File: config.mk
export PLATFORM = sky130hd
export DESIGN_NAME = vector_frame_parser
export DESIGN_NICKNAME = d
export VERILOG_FILES = /design/src/rtl/vector_frame_parser.sv
export SDC_FILE = /design/constraint.sdc
export NUM_CORES = 1
export LEC_CHECK = 0
export ABC_CLOCK_PERIOD_IN_PS = 6150
export BUFFER_PORTS_ARGS = -buffer_cell sky130_fd_sc_hd__buf_2
export CAP_MARGIN = 20
export CORE_MARGIN = 5
export CORE_UTILIZATION = 60
export CTS_CLUSTER_SIZE = 16
export DETAILED_ROUTE_END_ITERATION = 16
export GPL_TIMING_DRIVEN = 0
export HOLD_SLACK_MARGIN = 0.12
export PLACE_DENSITY = 0.77
export SLEW_MARGIN = 20
export SYNTH_ARGS = -nofsm -noshare
export SYNTH_HDL_FRONTEND = slang
export SYNTH_SLANG_ARGS = --single-unit
File: constraint.sdc
create_clock -name i_Clock -period 6.15 [get_ports i_Clock]
set_clock_uncertainty 0.05 [all_clocks]
set_input_delay 0.615 -clock i_Clock [delete_from_list [all_inputs] [get_ports i_Clock]]
set_output_delay 0.615 -clock i_Clock [all_outputs]
set_load 0.01 [all_outputs]
File: src/rtl/vector_frame_parser.sv
// Byte-stream frame parser: hunts a zero-byte preamble, assembles big-endian
// 32-bit command words and queues them in a small FWFT FIFO for the draw engine.
module vector_frame_parser #(
    parameter int unsigned SYNC_LEN   = 8,
    parameter int unsigned FIFO_DEPTH = 4,
    parameter logic [31:0] EOF_WORD   = 32'h01010101
) (
    input  logic        i_Clock,
    input  logic        i_Rst_n,
    input  logic        i_Rx_DV,
    input  logic [7:0]  i_Rx_Byte,
    output logic [31:0] o_Word,
    output logic        o_Word_Valid,
    input  logic        i_Word_Ready,
    output logic        o_Frame_Start,
    output logic        o_Frame_End,
    output logic        o_Overflow,
    output logic        o_In_Frame
);

    localparam int unsigned AW = $clog2(FIFO_DEPTH);

    typedef enum logic {HUNT, FRAME} state_t;

    state_t        state;
    logic [7:0]    zero_cnt;
    logic [1:0]    byte_idx;
    logic [23:0]   shift_p0;
    logic [31:0]   mem [FIFO_DEPTH];
    logic [AW-1:0] wr_ptr;
    logic [AW-1:0] rd_ptr;
    logic [AW:0]   count;

    logic [31:0]   word_p0;
    logic          word_done;
    logic          is_eof;
    logic          push;
    logic          pop;
    logic          full;
    logic          push_ok;
    logic          drop;
    logic [AW:0]   count_nxt;
    logic [AW-1:0] rd_nxt;
    logic [31:0]   head_nxt;

    always_comb begin
        word_p0   = {shift_p0, i_Rx_Byte};
        word_done = i_Rx_DV && (state == FRAME) && (byte_idx == 2'd3);
        is_eof    = word_done && (word_p0 == EOF_WORD);
        push      = word_done && (word_p0 != EOF_WORD);
        pop       = o_Word_Valid && i_Word_Ready;
        full      = (count == (AW+1)'(FIFO_DEPTH));
        // A pop frees the slot this cycle, so a push at full still fits.
        push_ok   = push && (!full || pop);
        drop      = push && full && !pop;
        count_nxt = count + (AW+1)'(push_ok) - (AW+1)'(pop);
        rd_nxt    = pop ? rd_ptr + 1'b1 : rd_ptr;
        // Bypass the memory when the new word becomes the head immediately.
        if (push_ok && (rd_nxt == wr_ptr))
            head_nxt = word_p0;
        else
            head_nxt = mem[rd_nxt];
    end

    // Stage p0: byte assembly and FIFO storage (data only)
    always_ff @(posedge i_Clock) begin
        if (i_Rx_DV && (state == FRAME))
            shift_p0 <= word_p0[23:0];
        if (push_ok)
            mem[wr_ptr] <= word_p0;
    end

    always_ff @(posedge i_Clock) begin
        if (!i_Rst_n) begin
            state         <= HUNT;
            zero_cnt      <= 8'd0;
            byte_idx      <= 2'd0;
            wr_ptr        <= '0;
            rd_ptr        <= '0;
            count         <= '0;
            o_Word        <= 32'd0;
            o_Word_Valid  <= 1'b0;
            o_Frame_Start <= 1'b0;
            o_Frame_End   <= 1'b0;
            o_Overflow    <= 1'b0;
            o_In_Frame    <= 1'b0;
        end else begin
            o_Frame_Start <= 1'b0;
            o_Frame_End   <= 1'b0;
            if (i_Rx_DV) begin
                case (state)
                    HUNT: begin
                        if (i_Rx_Byte == 8'h00) begin
                            if (zero_cnt == 8'(SYNC_LEN - 1)) begin
                                state         <= FRAME;
                                zero_cnt      <= 8'd0;
                                byte_idx      <= 2'd0;
                                o_Frame_Start <= 1'b1;
                                o_In_Frame    <= 1'b1;
                            end else begin
                                zero_cnt <= zero_cnt + 8'd1;
                            end
                        end else begin
                            zero_cnt <= 8'd0;
                        end
                    end
                    FRAME: begin
                        byte_idx <= byte_idx + 2'd1;
                        if (is_eof) begin
                            state       <= HUNT;
                            zero_cnt    <= 8'd0;
                            o_Frame_End <= 1'b1;
                            o_In_Frame  <= 1'b0;
                        end
                    end
                endcase
            end
            if (push_ok)
                wr_ptr <= wr_ptr + 1'b1;
            rd_ptr       <= rd_nxt;
            count        <= count_nxt;
            o_Word_Valid <= (count_nxt != '0);
            if (count_nxt != '0)
                o_Word <= head_nxt;
            if (drop)
                o_Overflow <= 1'b1;
        end
    end

endmodule
==> flow_summary_export.csv <==
group,metric,value,unit
layout,drive_gt1_share,24.6,%
timing,clock.fmax,215,MHz
run_status,outcome,"complete, no violations",
setup_path,startpoint,"shift_p0[7]",
setup_path,cp_max_fo,10,
synthesis,synth_top_area_share,57.7,%
setup_path,cp.arrival,5040,ps
die,num_rows,42,
timing,period_minus_slack,4660,ps
synthesis,synth_fa_ha_area_share,1.52,%
pwr,power,0.00358,W
layout,seqCellArea,5670,µm²
clock_network,cts_buffers,21,
placement,post_dp_cell_area,8470,µm²
setup_path,r2r_slack,1490,ps
pwr,p_leak,3.24,nW
timing,fin_crit_sh,75.8,%
pwr,vdd_drop_max,0.206,mV
synthesis,ys_ff_latch,207,
layout,antennaDiodeCount,0,
layout,multi_input_area,2090,µm²
global_route,grt_usage,20.6,%
placement,place.gp.congestion,0.918,
synthesis,synth_edf_count,152,
global_route,grt_pass1_wl,25.4,mm
placement,place_inst,690,
placement,dpl.hpwl,9.76,mm
clock_network,clk_path_buf_depth,3,
setup_path,worst_ep_required_time,6530,ps
setup_path,critical_path_class,"flip-flop to flip-flop",
setup_path,r2r-end,"o_Word[16]",
clock_network,cts_tree,"yes",
routing,wl_per_cell,22.0,µm
synthesis,synthSimpleGateAreaFrac,8.21,%
layout,final_design_area_no_fill,9130,µm²
die,initial_core_util,60.5,%
routing,wirelength,16.0,mm
clock_network,post_cts_buffers,0,
synthesis,synth_area,7910,µm²
layout,stdcell_count,728,
routing,viasPerCell,6.23,
synthesis,ys_top_cells_by_area,"edfxtp_1, dfxtp_1, mux4_2",
worst_hold_path,min_path_cells,1,
routing,drtAntennaViolNets,0,
worst_hold_path,holdCritPathClass,"primary input to flip-flop",
clock_network,cts_hold_buf,0,
timing,worst_pin_slew,928,ps
timing,maxSlewViolCount,0,
synthesis,ys.flop_type,"edfxtp_1",
flow_run,drv_cap,0,
synthesis,syn_nets,484,
die,ios,49,
worst_hold_path,min_delay_worst_endpoint,"mem[1][5]",
clock_network,clk_pin_slew,60,ps
placement,port_buffers,47,
global_route,grt_max_degree,27,
setup_path,start_kind,"flip-flop",
synthesis,syn-instance-count,463,
timing,grt_setup_unrepaired,"false",
clock_network,clkLatencyLatePin,490,ps
setup_path,r2r_start,"shift_p0[7]",
timing,finalSetupViolCount,0,
routing,drt_iter0_markers,418,
timing,setup_slack,1490,ps
placement,dp_slack,1340,ps
routing,route.detailed.drc,0,
clock_network,root_buffer,"clkbuf_16",
clock_network,cts_max_level,1,
timing,max_slew_margin,37.7,%
synthesis,synth_xor_area_share,0.648,%
synthesis,synth_cell_types,46,
layout,fillerInstances,833,
layout,fin_nets,558,
synthesis,synth_top_area_cell,"edfxtp_1",
setup_path,r2r_cells,14,
setup_path,endpoint_kind,"flip-flop",
global_route,grt_pass1_vias,4607,
synthesis,synth_top_family_by_area,"multiplexers",
pwr,p_per_area,392,nW/µm²
layout,area_delta_synth_final,15.3,%
synthesis,ys_warn_count,0,
routing,vias,4532,
synthesis,synth_compound_area_share,6.74,%
global_route,overflow,0,
global_route,antenna_found_initial,0,
die,fp.dieW,125,µm
synthesis,synthTopCellsByCount,"edfxtp_1, dfxtp_1, and2_1, a221o_1, mux4_2",
die,die_area,15600,µm²
clock_network,ctsResizeCount,0,
synthesis,avgSynthCellArea,17.1,µm²
die,core_area,13100,µm²
synthesis,yosysSeqAreaShare,71.6,%
die,die_h,125,µm
routing,first_pass_iters,5,
clock_network,cts_sinks,207,
timing,fin_setup_tns,0,ps
synthesis,ys_async_sr_fraction,0,%
timing,hold_viol_final,0,
synthesis,synth_most_common_cell,"edfxtp_1",
synthesis,synth.area.mux_share,9.24,%
worst_hold_path,hold_start,"i_Rx_Byte[5]",
how the worst max path moves through the flow:
stage                 end  slack (ps)
2_1_floorplan   o_Word[0]        2150
3_3_place_gp   o_Word[18]        1370
3_5_place_dp   o_Word[27]        1340
4_1_cts        o_Word[24]        1420
5_1_grt        o_Word[24]        1090
6_report       o_Word[16]        1490
critical path: stages, from the launching register on:
cell,delay (ps)
edfxtp_1,500
nor4b_1,440
nand4_1,300
o31ai_1,450
nor2_1,80
inv_1,70
ha_1,220
inv_1,60
ha_1,150
fa_1,420
or2_2,320
nor3_1,750
clkbuf_1,430
and2_1,220
a221o_1,120
metrics by stage:
stage | util [%] | hold slack [ps]
floorplan | - | 394
global placement | 63.9 | 407
detailed placement | 64.7 | 421
CTS | 69.7 | 332
global route | 69.7 | 348
finish | 69.7 | 346
final cells by class:
type	count	share of cell area, %
plain buffers	22	1.32
clock buffers	26	5.96
clock inverters	12	1.23
inverters	11	0.452
multi-input cells	223	22.9
flip-flops and latches	207	62.1
well taps	176	2.41
repair buffers	51	3.62
placed cells by master (no fill, tap or decap), types with 6 or more instances in the layout:
master and instances:
buf_2 53, nand2_1 12, and2_1 37, a221o_1 32, inv_1 11, edfxtp_1 152, nand3_1 12, clkbuf_16 21
dfxtp_1 55, mux4_2 32, a21oi_1 9, or3_1 6, nor2_1 13, ha_1 8, clkbuf_1 17, nor3_1 6
report_power, final:
group	internal, W	switching (W)	leakage [nW]	total, W
Combinational	0.000346	0.000368	1.10	0.000714
Clock	0.000715	0.000510	0.324	0.00123
Sequential	0.00158	0.0000579	1.82	0.00164
Total	0.00265	0.000936	3.24	0.00358
metal layers:
metal	up-vias	routed length [µm]	part of all wire [%]	GRT usage, %
met1	2310	6420	40	27.5
met2	195	8250	51	35.0
met3	29	1090	6.8	3.73
met4	0	289	1.8	5.68
met5	-	0	0	0
li1	1998	-	-	-
state kept, by name, summed over array words and instances, names as in the netlist:
signal	cells
o_Frame_End	1
o_Frame_Start	1
o_Word	32
o_Overflow	1
state	1
byte_idx	2
mem	128
zero_cnt	8
count	3
o_In_Frame	1
wr_ptr	2
o_Word_Valid	1
shift_p0	24
rd_ptr	2
kinds of logic (layout without fill, tap and decap cells):
group / count (synthesis) / in the layout
muxes: 33 / 33
buffers and inverters: 33 / 122
and+or+nand+nor: 112 / 112
AOI/OAI and AO/OA: 64 / 64
xor gates and xnor gates: 5 / 5
adders and majority gates: 9 / 9
DFF: 207 / 207
Note: power is estimated with default switching activity, not from simulation.
